File: src/rtl/por_cfg_loader.sv
// Power-on configuration loader: reads a magic word and NUM_WORDS config words from EEPROM.
// Optional trailing checksum word enabled by macro POR_CFG_CHECKSUM_EN.
module por_cfg_loader #(
  parameter int unsigned NUM_WORDS = 4,
  parameter int unsigned RD_WAIT   = 16,
  parameter int unsigned CLR_CYC   = 16,
  parameter int unsigned MAX_RETRY = 2,
  parameter logic [31:0] MAGIC     = 32'h3111_1511,
  parameter logic [15:0] BASE_ADDR = 16'hFFC0
) (
  input  logic        timer_clk,
  input  logic        por_rst_n,
  input  logic        test_en,
  input  logic        spi_en_s,
  input  logic        spi_en_s_val,
  input  logic [31:0] por_ee_data_e2l,
  output logic        por_rd_en,
  output logic        por_vs_en,
  output logic        por_tc_sel,
  output logic        por_clr_dl,
  output logic [15:0] por_ee_addr,
  output logic        cfg_word_vld,
  output logic [2:0]  cfg_word_idx,
  output logic [31:0] cfg_word_data,
  output logic        spien_bit,
  output logic [2:0]  por_retry_cnt,
  output logic        por_cfg_done,
  output logic        por_cfg_err,
  output logic        por_cfg_done_r
);

  localparam logic [3:0] S_IDLE     = 4'd0;
  localparam logic [3:0] S_MAG_RD   = 4'd1;
  localparam logic [3:0] S_MAG_GAP  = 4'd2;
  localparam logic [3:0] S_MAG_CHK  = 4'd3;
  localparam logic [3:0] S_TEST_DET = 4'd4;
  localparam logic [3:0] S_MODE_DET = 4'd5;
  localparam logic [3:0] S_IF_SETUP = 4'd6;
  localparam logic [3:0] S_WRD_RD   = 4'd7;
  localparam logic [3:0] S_WRD_GAP  = 4'd8;
  localparam logic [3:0] S_WRD_CAP  = 4'd9;
  localparam logic [3:0] S_SUM_CHK  = 4'd10;
  localparam logic [3:0] S_RETRY    = 4'd11;
  localparam logic [3:0] S_DONE     = 4'd12;
  localparam logic [3:0] S_ERR      = 4'd13;

  localparam logic [6:0] CLR_N     = 7'(CLR_CYC);
  localparam logic [6:0] RD_LAST   = 7'(RD_WAIT - 1);
  localparam logic [3:0] LAST_WORD = 4'(NUM_WORDS - 1);
  localparam logic [3:0] RETRY_MAX = 4'(MAX_RETRY);

  logic        r_test_m, r_test_s;
  logic        r_spi_m, r_spi_s;
  logic        r_val_m, r_val_s;

  logic [3:0]  r_state;
  logic [6:0]  r_cnt;
  logic [3:0]  r_idx;
  logic [31:0] r_rdata;
  logic        r_rd_en, r_vs_en, r_tc_sel, r_clr_dl;
  logic [15:0] r_addr;
  logic        r_vld;
  logic [2:0]  r_vld_idx;
  logic [31:0] r_vld_data;
  logic        r_spien;
  logic [2:0]  r_retry;
  logic        r_done, r_err, r_done_d1, r_done_d2;
`ifdef POR_CFG_CHECKSUM_EN
  logic [31:0] r_sum;
`endif

  logic [3:0]  w_retry_inc;
  logic        w_retry_ovf;

  // Compare against the unsaturated increment so MAX_RETRY=7 still terminates.
  assign w_retry_inc = {1'b0, r_retry} + 4'd1;
  assign w_retry_ovf = (w_retry_inc > RETRY_MAX);

  function automatic logic [15:0] f_addr(input logic [3:0] k);
    return BASE_ADDR + {10'd0, k, 2'b00};
  endfunction

  always_ff @(posedge timer_clk or negedge por_rst_n) begin
    if (!por_rst_n) begin
      r_test_m <= 1'b0;
      r_test_s <= 1'b0;
      r_spi_m  <= 1'b0;
      r_spi_s  <= 1'b0;
      r_val_m  <= 1'b0;
      r_val_s  <= 1'b0;
    end else begin
      r_test_m <= test_en;
      r_test_s <= r_test_m;
      r_spi_m  <= spi_en_s;
      r_spi_s  <= r_spi_m;
      r_val_m  <= spi_en_s_val;
      r_val_s  <= r_val_m;
    end
  end

  always_ff @(posedge timer_clk or negedge por_rst_n) begin
    if (!por_rst_n) begin
      r_state    <= S_IDLE;
      r_cnt      <= '0;
      r_idx      <= '0;
      r_rdata    <= '0;
      r_rd_en    <= 1'b0;
      r_vs_en    <= 1'b0;
      r_tc_sel   <= 1'b0;
      r_clr_dl   <= 1'b0;
      r_addr     <= BASE_ADDR;
      r_vld      <= 1'b0;
      r_vld_idx  <= '0;
      r_vld_data <= '0;
      r_spien    <= 1'b0;
      r_retry    <= '0;
      r_done     <= 1'b0;
      r_err      <= 1'b0;
`ifdef POR_CFG_CHECKSUM_EN
      r_sum      <= '0;
`endif
    end else begin
      r_vld <= 1'b0;
      case (r_state)
        S_IDLE: begin
          if (r_cnt < CLR_N) begin
            r_clr_dl <= 1'b1;
            r_cnt    <= r_cnt + 7'd1;
          end else begin
            r_clr_dl <= 1'b0;
            r_cnt    <= '0;
            r_vs_en  <= 1'b1;
            r_tc_sel <= 1'b1;
            r_rd_en  <= 1'b1;
            r_addr   <= BASE_ADDR;
            r_state  <= S_MAG_RD;
          end
        end
        S_MAG_RD, S_WRD_RD: begin
          if (r_cnt == RD_LAST) begin
            r_rd_en <= 1'b0;
            r_cnt   <= '0;
            r_state <= (r_state == S_MAG_RD) ? S_MAG_GAP : S_WRD_GAP;
          end else begin
            r_cnt <= r_cnt + 7'd1;
          end
        end
        S_MAG_GAP: begin
          r_rdata <= por_ee_data_e2l;
          r_state <= S_MAG_CHK;
        end
        S_MAG_CHK: begin
          if (r_rdata == MAGIC) begin
            r_idx   <= '0;
            r_addr  <= f_addr(4'd1);
            r_rd_en <= 1'b1;
`ifdef POR_CFG_CHECKSUM_EN
            r_sum   <= '0;
`endif
            r_state <= S_WRD_RD;
          end else if (r_test_s) begin
            r_state <= S_TEST_DET;
          end else begin
            r_state <= S_RETRY;
          end
        end
        S_TEST_DET: r_state <= S_MODE_DET;
        S_MODE_DET: if (r_val_s) r_state <= S_IF_SETUP;
        S_IF_SETUP: begin
          r_spien  <= r_spi_s;
          r_rd_en  <= 1'b0;
          r_vs_en  <= 1'b0;
          r_tc_sel <= 1'b0;
          r_done   <= 1'b1;
          r_err    <= 1'b0;
          r_state  <= S_DONE;
        end
        // Strobe is registered here so it is high exactly while in WRD_CAP.
        S_WRD_GAP: begin
          r_rdata <= por_ee_data_e2l;
          r_state <= S_WRD_CAP;
          if (r_idx <= LAST_WORD) begin
            r_vld      <= 1'b1;
            r_vld_idx  <= r_idx[2:0];
            r_vld_data <= por_ee_data_e2l;
            if (r_idx == 4'd0) r_spien <= |por_ee_data_e2l[25:24];
          end
        end
        S_WRD_CAP: begin
`ifdef POR_CFG_CHECKSUM_EN
          r_sum <= r_sum + r_rdata;
          if (r_idx <= LAST_WORD) begin
            r_idx   <= r_idx + 4'd1;
            r_addr  <= f_addr(r_idx + 4'd2);
            r_rd_en <= 1'b1;
            r_state <= S_WRD_RD;
          end else begin
            r_state <= S_SUM_CHK;
          end
`else
          if (r_idx < LAST_WORD) begin
            r_idx   <= r_idx + 4'd1;
            r_addr  <= f_addr(r_idx + 4'd2);
            r_rd_en <= 1'b1;
            r_state <= S_WRD_RD;
          end else begin
            r_rd_en  <= 1'b0;
            r_vs_en  <= 1'b0;
            r_tc_sel <= 1'b0;
            r_done   <= 1'b1;
            r_state  <= S_DONE;
          end
`endif
        end
        S_SUM_CHK: begin
`ifdef POR_CFG_CHECKSUM_EN
          if (r_sum == 32'd0) begin
            r_rd_en  <= 1'b0;
            r_vs_en  <= 1'b0;
            r_tc_sel <= 1'b0;
            r_done   <= 1'b1;
            r_state  <= S_DONE;
          end else begin
            r_state <= S_RETRY;
          end
`else
          r_rd_en  <= 1'b0;
          r_vs_en  <= 1'b0;
          r_tc_sel <= 1'b0;
          r_done   <= 1'b1;
          r_err    <= 1'b1;
          r_state  <= S_ERR;
`endif
        end
        S_RETRY: begin
          r_retry <= w_retry_inc[3] ? 3'd7 : w_retry_inc[2:0];
          if (w_retry_ovf) begin
            r_rd_en  <= 1'b0;
            r_vs_en  <= 1'b0;
            r_tc_sel <= 1'b0;
            r_done   <= 1'b1;
            r_err    <= 1'b1;
            r_state  <= S_ERR;
          end else begin
            r_cnt   <= '0;
            r_addr  <= BASE_ADDR;
            r_rd_en <= 1'b1;
            r_state <= S_MAG_RD;
          end
        end
        S_DONE, S_ERR: r_state <= r_state;
        default: begin
          r_rd_en  <= 1'b0;
          r_vs_en  <= 1'b0;
          r_tc_sel <= 1'b0;
          r_done   <= 1'b1;
          r_err    <= 1'b1;
          r_state  <= S_ERR;
        end
      endcase
    end
  end

  always_ff @(posedge timer_clk or negedge por_rst_n) begin
    if (!por_rst_n) begin
      r_done_d1 <= 1'b0;
      r_done_d2 <= 1'b0;
    end else begin
      r_done_d1 <= r_done;
      r_done_d2 <= r_done_d1;
    end
  end

  assign por_rd_en      = r_rd_en;
  assign por_vs_en      = r_vs_en;
  assign por_tc_sel     = r_tc_sel;
  assign por_clr_dl     = r_clr_dl;
  assign por_ee_addr    = r_addr;
  assign cfg_word_vld   = r_vld;
  assign cfg_word_idx   = r_vld_idx;
  assign cfg_word_data  = r_vld_data;
  assign spien_bit      = r_spien;
  assign por_retry_cnt  = r_retry;
  assign por_cfg_done   = r_done;
  assign por_cfg_err    = r_err;
  assign por_cfg_done_r = r_done_d2;

endmodule

File: config.mk
export PLATFORM = sky130hd
export DESIGN_NAME = por_cfg_loader
export DESIGN_NICKNAME = d
export VERILOG_FILES = /design/src/rtl/por_cfg_loader.sv
export SDC_FILE = /design/constraint.sdc
export NUM_CORES = 1
export LEC_CHECK = 0
export ABC_CLOCK_PERIOD_IN_PS = 2400
export BUFFER_PORTS_ARGS = -buffer_cell sky130_fd_sc_hd__buf_2
export CELL_PAD_IN_SITES_DETAIL_PLACEMENT = 1
export CELL_PAD_IN_SITES_GLOBAL_PLACEMENT = 1
export CORE_MARGIN = 8
export CORE_UTILIZATION = 35
export CTS_CLUSTER_DIAMETER = 200
export DETAILED_ROUTE_END_ITERATION = 12
export PLACE_DENSITY_LB_ADDON = 0.1
export SLEW_MARGIN = 20
export SYNTH_ARGS = -nofsm -noshare
export SYNTH_HDL_FRONTEND = slang
export SYNTH_SLANG_ARGS = --single-unit
File: constraint.sdc
create_clock -name timer_clk -period 2.4 [get_ports timer_clk]
set_input_delay 0.12 -clock timer_clk [delete_from_list [all_inputs] [get_ports timer_clk]]
set_output_delay 0.12 -clock timer_clk [all_outputs]
set_load 0.01 [all_outputs]
# Yosys cells after proc, flatten, opt, wreduce, memory -nomap -nowiden
# Index checks and enable logic that the tools add are counted.
dict set report op_classes {
  addsub 5
  order_cmp 4
  eq_ne 24
  n_mux 41
  n_bitwise 5
  n_reduce_logical 24
}
# cell count
set ops {}
lappend ops {{$mux W16} 4}
lappend ops {{$pmux W16 S4} 1}
lappend ops {{$pmux W4 S11} 1}
lappend ops {{$mux W4} 10}
lappend ops {{$eq A32 B30 Y1 const B} 1}
lappend ops {{$mux W7} 3}
lappend ops {{$pmux W7 S3} 1}
lappend ops {{$eq A4 B4 Y1 const B} 5}
lappend ops {{$ne A2 B2 Y1 const B} 10}
lappend ops {{$eq A4 B3 Y1 const B} 4}
lappend ops {{$mux W1} 14}
lappend ops {{$reduce_and A4 Y1} 3}
lappend ops {{$reduce_or A11 Y1} 1}
lappend ops {{$reduce_or A10 Y1} 1}
lappend ops {{$reduce_and A3 Y1} 3}
lappend ops {{$reduce_or A9 Y1} 1}
lappend ops {{$add A7 B7 Y8 const A} 1}
lappend ops {{$eq A4 B2 Y1 const B} 2}
lappend ops {{$logic_not A4 Y1} 2}
lappend ops {{$pmux W4 S2} 1}
lappend ops {{$reduce_or A2 Y1} 4}
lappend ops {{$add A7 B1 Y7 const B} 1}
lappend ops {{$eq A7 B4 Y1 const B} 1}
lappend ops {{$lt A7 B5 Y1 const B} 1}
lappend ops {{other kinds (19)} 27}
dict set report word_totals {
  ff_bits 116
  in_bits 37
  wordCells 126
}

# Logic depth before layout (Yosys ltp)
# Gate-level depths: netlist of run 1.
dict set report depth {
  word_depth 4
  depth_mapped 8
  ltp_nobuf 7
}

# Worst setup path before layout of run 1
# Ideal clock, no wire load.
dict set report synth_timing {
  path_kind {reg2reg}
  start {register r_retry[1] (netlist: por_retry_cnt[1])}
  end {register r_addr[3] (netlist: por_ee_addr[3])}
  setup_ps 125
  arrival_time_ps 1709
  required_ps 2275
  path_slack_ps 566
  path_stages_with_launch 8
  period_less_slack_ps 1834
  cell_sequence {dfrtp_1 -> inv_1 -> ha_1 -> nor2_1 -> nor3_1 -> o22a_1 -> nand3_2 -> mux2_4}
}
dict set report synth_between {
  elab_chain_len 4
}
# element line
set synth_rtl {}
lappend synth_rtl {{start, declared} 66} ;# logic [2:0] r_retry;
lappend synth_rtl {{start signal, assigned} 236} ;# r_retry <= w_retry_inc[3] ? 3'd7 : w_retry_inc[2:0];
lappend synth_rtl {{$add A3 B1 Y4} 76} ;# assign w_retry_inc = {1'b0, r_retry} + 4'd1;
lappend synth_rtl {{$gt A4 B2 Y1} 77} ;# assign w_retry_ovf = (w_retry_inc > RETRY_MAX);
lappend synth_rtl {{$ne A2 B2 Y1 (no line)} n/a}
lappend synth_rtl {{$reduce_and A5 Y1 (no line)} n/a}
lappend synth_rtl {{end signal, assigned} 155} ;# r_addr <= f_addr(4'd1);
lappend synth_rtl {{end signal, assigned} 203} ;# r_addr <= f_addr(r_idx + 4'd2);
lappend synth_rtl {{end, declared} 61} ;# logic [15:0] r_addr;
# No other way between the ends.
# A chain may end at the register's enable or synchronous reset.

# Worst setup path after layout of run 1
dict set report layout_timing {
  start {register r_retry[1] (netlist: por_retry_cnt[1])}
  end {register r_addr[5] (netlist: por_ee_addr[5])}
}
# Same word-level chain as after synthesis.

==> results.ini, run 1 <==
[run_status]
status=complete, no violations

[route]
drt-vias-per-instance=4.88
wl_per_cell_um=16.7
firstDrtPassIters=4
drcViolationCount=0
vias=3745
detail-route-antenna-nets=0
first_iter_violations=113
drt-total-wl_um=12800

[timing]
period_needed_ns=2.03
period_share_pct=84.6
maxSlewViolCount=0
layout_setup_ws_ns=0.369
hold_viol_final=0
setup_tns_ns=0
rsz0062_at_grt=no
clock.fmax_mhz=492
worstMarginPinSlew_ns=1.00
finClkSkew_ns=0.00621
setup-violations-final=0
max_slew_margin_pct=33.1

[floorplanning]
fp.dieH_um=134
core_um2=13800
fp.dieW_um=134
rows=43
ios=100
start_util_pct=35.5
die_area_um2=18000

[logic_synthesis]
netlist.area_leader.share_pct=53.2
synth_edf_count=0
synth-async-reset-ratio_pct=100
synthTopCellsByArea=dfrtp_1 53%, nand2_1 8.8%, mux2_2 8.1%
yosys_warnings=0
synth_flop_cell=dfrtp_1
synthesis.area_um2=4890
syn_avg_cell_area_um2=10.7
yosys_register_bits=104
ys_types=66
yosysSeqAreaShare_pct=53.2
synth_area_leader_cell=dfrtp_1
syn_inst=458

[worst_hold_path]
min_path_type=in -> reg
holdPathEnd=cfg_word_data[31]
min-delay-start=por_ee_data_e2l[31]
min_path_cells=3

[clocking]
cts.sink_count=104
root_buffer=clkbuf_16
cts_tree=built
clk_pin_slew_ns=0.07
cts_buffers=9
clock_latency_ns=0.35
htreeDepth=3
post_cts_buffers=0
cts_max_path_buffers=2

[placed_design]
port_buffers=87
dp.final_hpwl_um=9230
placed_cells=719
place_ws_ns=0.318
place_congestion=0.872

[worst_setup_path]
critPathRequiredTime_ns=2.64
rr_endpoint=por_ee_addr[5]
worst-path-max-fanout=5
rrSetupSlack_ns=0.37
crit_arrival_ns=2.27
rr_startpoint=por_retry_cnt[1]
cp-start-kind=flip-flop
endpoint_kind=flip-flop
worst-r2r-cell-count=7
criticalPathCategory=reg -> reg

[layout]
regArea_um2=2600
final_cells=768
multi_input_area_um2=2070
drive_gt1_share_pct=31.1
utilization_pct=44.8
nNetsFinal=626
fillers=1535
n_antenna_cell=0
syn2layout_area_growth_pct=26.2

[power_and_ir_drop]
p_leak_nw=2.91
p_per_area_nw_per_um2=1080
ir_worst_vdd_mv=0.417

[global_route]
grt_max_degree=53
grt_pass1_vias=4161
grt_pass1_wl_um=21700
antenna_found_initial=0
globalRouteTotalUtil_pct=15.1
gr-total-overflow=0

[job]
cap_viol_max_count=0

-- sequential cells by signal, indices dropped and copies added, names as in the netlist, 3 cells and up --
signal,count
r_rdata,32
por_ee_addr,4
r_cnt,7
cfg_word_data,32
r_state,4
por_retry_cnt,3
r_idx,4
cfg_word_idx,3
-- worst max path at each step --
stage	from	endpoint	slack, ns	cells past startpoint
after detailed placement	r_state[2]	cfg_word_data[31]	0.32	5
after floorplan	por_retry_cnt[1]	por_ee_addr[3]	0.57	7
after global placement	r_state[2]	cfg_word_data[11]	0.36	5
after global routing	r_state[2]	cfg_word_data[31]	0.18	5
after CTS	r_state[2]	cfg_word_data[31]	0.31	5
final	por_retry_cnt[1]	por_ee_addr[5]	0.37	7
-- metrics by stage --
step | hold WS (ns) | power, mW | area, µm²
finish | 0.0234 | 6.68 | 6170
CTS | 0.0126 | 6.79 | 6170
global route | 0.0336 | 7.18 | 6170
global placement | 0.146 | 5.09 | 5530
detailed placement | 0.157 | 5.17 | 5530
floorplan | -0.176 | 4.34 | 4930
-- synthesized netlist by cell type, types with 2 or more instances --
cell,n
mux2_2,35
o22ai_1,2
buf_4,17
nand2_1,114
dfrtp_1,104
nor3_1,6
mux2_1,2
a21boi_0,2
o211ai_1,2
ha_1,6
a22o_1,2
o21ai_0,16
a21o_1,2
and2b_1,2
nand2b_1,2
nand3_2,2
o21a_1,2
a31oi_1,4
a21oi_1,19
xor2_1,2
a22o_2,3
mux2_4,2
a211oi_1,2
mux2i_1,2
nor2_1,18
nor2b_1,7
or3_1,2
and3_1,3
and2_1,3
buf_2,13
or2_1,2
nand4_1,2
inv_1,10
conb_1,2
nor4b_2,6
nand3_1,7
o21ai_2,2
-- worst max-delay path, cell delays in order, from the launching register on --
cell	delay (ns)
dfrtp_1	0.43
inv_1	0.08
ha_1	0.32
nor2_1	0.08
nor3_1	0.28
o22a_1	0.23
nand3_2	0.15
mux2_4	0.34
-- cells in the final DEF, fill, tap and decap left out, types with 3 or more instances in the layout --
master and count:
and3_1 3, a31oi_1 4, nor2_1 18, nor4b_2 6, buf_2 86, nor3_1 6
dlygate4sd3_1 33, inv_1 10, mux2_2 35, clkbuf_16 9, dfrtp_1 104, ha_1 6
a21oi_1 19, conb_1 12, and2_1 3, nor2b_1 7, nand3_1 7, o21ai_0 16
buf_4 16, a22o_2 3, nand2_1 114
-- logic make-up after synthesis --
group | after synthesis | synth area share, %
AO/OA/AOI/OAI | 68 | 9.37
XOR/XNOR | 3 | 0.537
adder cells (fa/ha/maj) | 6 | 1.54
buffers and inverters | 43 | 5.12
flip-flops | 104 | 53.2
multiplexers | 41 | 9.54
other | 2 | 0.154
AND/OR/NAND/NOR | 191 | 20.5
-- repair_timing --
action / CTS / global route
endpoints found under the hold margin: 69 / 0
hold buffers: 33 / 0
gates resized for setup: 0 / 0
-- metal layers --
metal  GRT usage (%)  share of wire (%)  wire, µm
met3            2.95                3.5       443
met1            18.5                 44      5660
met5               0                  0         0
met4            6.67                2.0       261
met2            25.2                 50      6430
-- power breakdown --
group | switching, mW | total, mW | internal [mW]
Clock | 0.663 | 1.54 | 0.873
Combinational | 1.20 | 2.30 | 1.10
Sequential | 0.448 | 2.85 | 2.40
Total | 2.31 | 6.68 | 4.37
-- layout make-up --
class	instances	share of cell area, %
sequential	104	42.2
multi-input combinational	321	33.6
timing repair buffer	137	14.9
clock buffer	13	4.22
tap	180	3.65
clock inverter	3	0.771
inverter	10	0.609
Note: power is estimated with default switching activity, not from simulation.
==> run 2, diff against run 1 <==
--- a/config.mk
+++ b/config.mk
@@ -5,7 +5,7 @@
 export SDC_FILE = /design/constraint.sdc
 export NUM_CORES = 1
 export LEC_CHECK = 0
-export ABC_CLOCK_PERIOD_IN_PS = 2400
+export ABC_CLOCK_PERIOD_IN_PS = 1900
 export BUFFER_PORTS_ARGS = -buffer_cell sky130_fd_sc_hd__buf_2
 export CELL_PAD_IN_SITES_DETAIL_PLACEMENT = 1
 export CELL_PAD_IN_SITES_GLOBAL_PLACEMENT = 1
==> constraint.sdc (replaced) <==
create_clock -name timer_clk -period 1.9 [get_ports timer_clk]
set_input_delay 0.095 -clock timer_clk [delete_from_list [all_inputs] [get_ports timer_clk]]
set_output_delay 0.095 -clock timer_clk [all_outputs]
set_load 0.01 [all_outputs]
==> run 2 against run 1 <==
- global-route usage increased by 0.40 points
- wire length is 2.5% higher
- total power rose by 33%
- fmax is 11% higher
- critical path depth fell by 1
- combinational power is 42% higher
- worst hold slack got worse by 0.0026 ns
- sequential power increased by 27%
- non-clock buffer count rose by 27
- largest power group unchanged
- cell count increased by 3.5%
- clock skew barely moved
==> results.ini, run 2 (synthesis results as in run 1) <==
[run_status]
status=complete, no violations

[placed_design]
port_buffers=87
dp.final_hpwl_um=9470
place_congestion=0.814
placed_cells=743

[worst_setup_path]
crit_arrival_ns=2.06
rrSetupSlack_ns=0.07
worst-path-max-fanout=10
rr_startpoint=r_state[2]
cp-start-kind=flip-flop
worst-r2r-cell-count=6
critPathRequiredTime_ns=2.13
rr_endpoint=por_ee_addr[5]
endpoint_kind=flip-flop
criticalPathCategory=reg -> reg

[route]
wl_per_cell_um=16.5
first_iter_violations=132
firstDrtPassIters=4
drt-total-wl_um=13100
drcViolationCount=0
vias=3844
drt-vias-per-instance=4.84
detail-route-antenna-nets=0

[floorplanning]
core_um2=13800
ios=100
fp.dieH_um=134
start_util_pct=35.5
fp.dieW_um=134
rows=43
die_area_um2=18000

[global_route]
grt_max_degree=66
antenna_found_initial=0
globalRouteTotalUtil_pct=15.5
grt_pass1_vias=4369
grt_pass1_wl_um=22500
gr-total-overflow=0

[worst_hold_path]
min_path_type=in -> reg
min_path_cells=2
min-delay-start=por_ee_data_e2l[24]
holdPathEnd=cfg_word_data[24]

[layout]
syn2layout_area_growth_pct=33.4
nNetsFinal=653
n_antenna_cell=0
drive_gt1_share_pct=36.3
layout_commonest_cell=nand2_1
utilization_pct=47.4
fillers=1552
final_cells=795
final_cell_mix=114 x nand2_1, 102 x dfrtp_1, 86 x buf_2

[job]
cap_viol_max_count=0

[clocking]
cts_buffers=9
htreeDepth=3
clock_latency_ns=0.35
root_buffer=clkbuf_16
cts.sink_count=104
cts_max_path_buffers=2
clk_pin_slew_ns=0.07
cts_tree=built

[timing]
maxSlewViolCount=0
period_needed_ns=1.83
worstMarginPinSlew_ns=0.502
hold_viol_final=0
setup_tns_ns=0
clock.fmax_mhz=548
max_slew_margin_pct=66.5
period_share_pct=96.1
finClkSkew_ns=0.00596
hold_slack_ns=0.0208
setup-violations-final=0

[power_and_ir_drop]
p_per_area_nw_per_um2=1360
p_leak_nw=3.07
ir_worst_vdd_mv=0.728

-- run 2: cell types whose count changed in the layout (fill, tap and decap cells not counted), sizes merged --
cell,previous run,this run
buf,104,130
clkbuf,13,11
inv,11,13
dlygate4sd3,33,34
-- run 2: per-layer routing --
layer	global-route usage, %	wire (µm)	vias to the layer above
met4	3.87	95	0
met5	0	0	-
met3	3.74	495	7
met2	26.5	6760	69
met1	19.1	5780	1935
li1	-	-	1833
-- run 2: critical path, stage by stage, from the launching register on --
cell	delay, ns
dfrtp_1	0.45
buf_4	0.20
and4b_1	0.32
o21ai_4	0.09
o22a_1	0.24
nand3_2	0.12
mux2_4	0.30
-- run 2: through the flow --
| stage | power, mW | setup slack (ns) | cell area (µm²) |
|---|---|---|---|
| floorplan | 5.48 | 0.0659 | 4930 |
| global placement | 6.62 | -0.00492 | 5720 |
| detailed placement | 6.75 | -0.0344 | 5720 |
| CTS | 8.87 | 0.00505 | 6410 |
| global route | 9.56 | -0.00855 | 6520 |
| finish | 8.88 | 0.0742 | 6520 |
-- run 2: cell type report --
cell class	count	area (µm²)	area share [%]
sequential	104	2610	39.9
multi-input combinational	321	2190	33.5
timing repair buffer	164	1150	17.6
clock buffer	11	253	3.87
tap	180	225	3.45
clock inverter	5	70.1	1.07
inverter	10	37.5	0.575
-- run 2: how the worst max path moves through the flow --
| stage | endpoint | slack, ns | cells past startpoint | start |
|---|---|---|---|---|
| floorplan | por_ee_addr[3] | 0.07 | 7 | por_retry_cnt[1] |
| global placement | por_ee_addr[5] | -0.005 | 5 | r_rdata[9] |
| detailed placement | cfg_word_data[14] | -0.03 | 7 | r_state[2] |
| CTS | por_ee_addr[5] | 0.005 | 6 | r_rdata[6] |
| global route | por_ee_addr[4] | -0.009 | 7 | r_state[2] |
| finish | por_ee_addr[5] | 0.07 | 6 | r_state[2] |
-- run 2: power breakdown --
group	total, mW	internal (mW)	switching (mW)
Combinational	3.26	1.64	1.61
Clock	2.00	1.12	0.878
Sequential	3.63	3.04	0.591
-- run 2: what timing repair did --
item,CTS,global route
buffers inserted,1,1
setup endpoints to repair,39,46
endpoints found under the hold margin,156,0
resized for setup,4,21
pin swaps,1,3
hold buffers,34,0
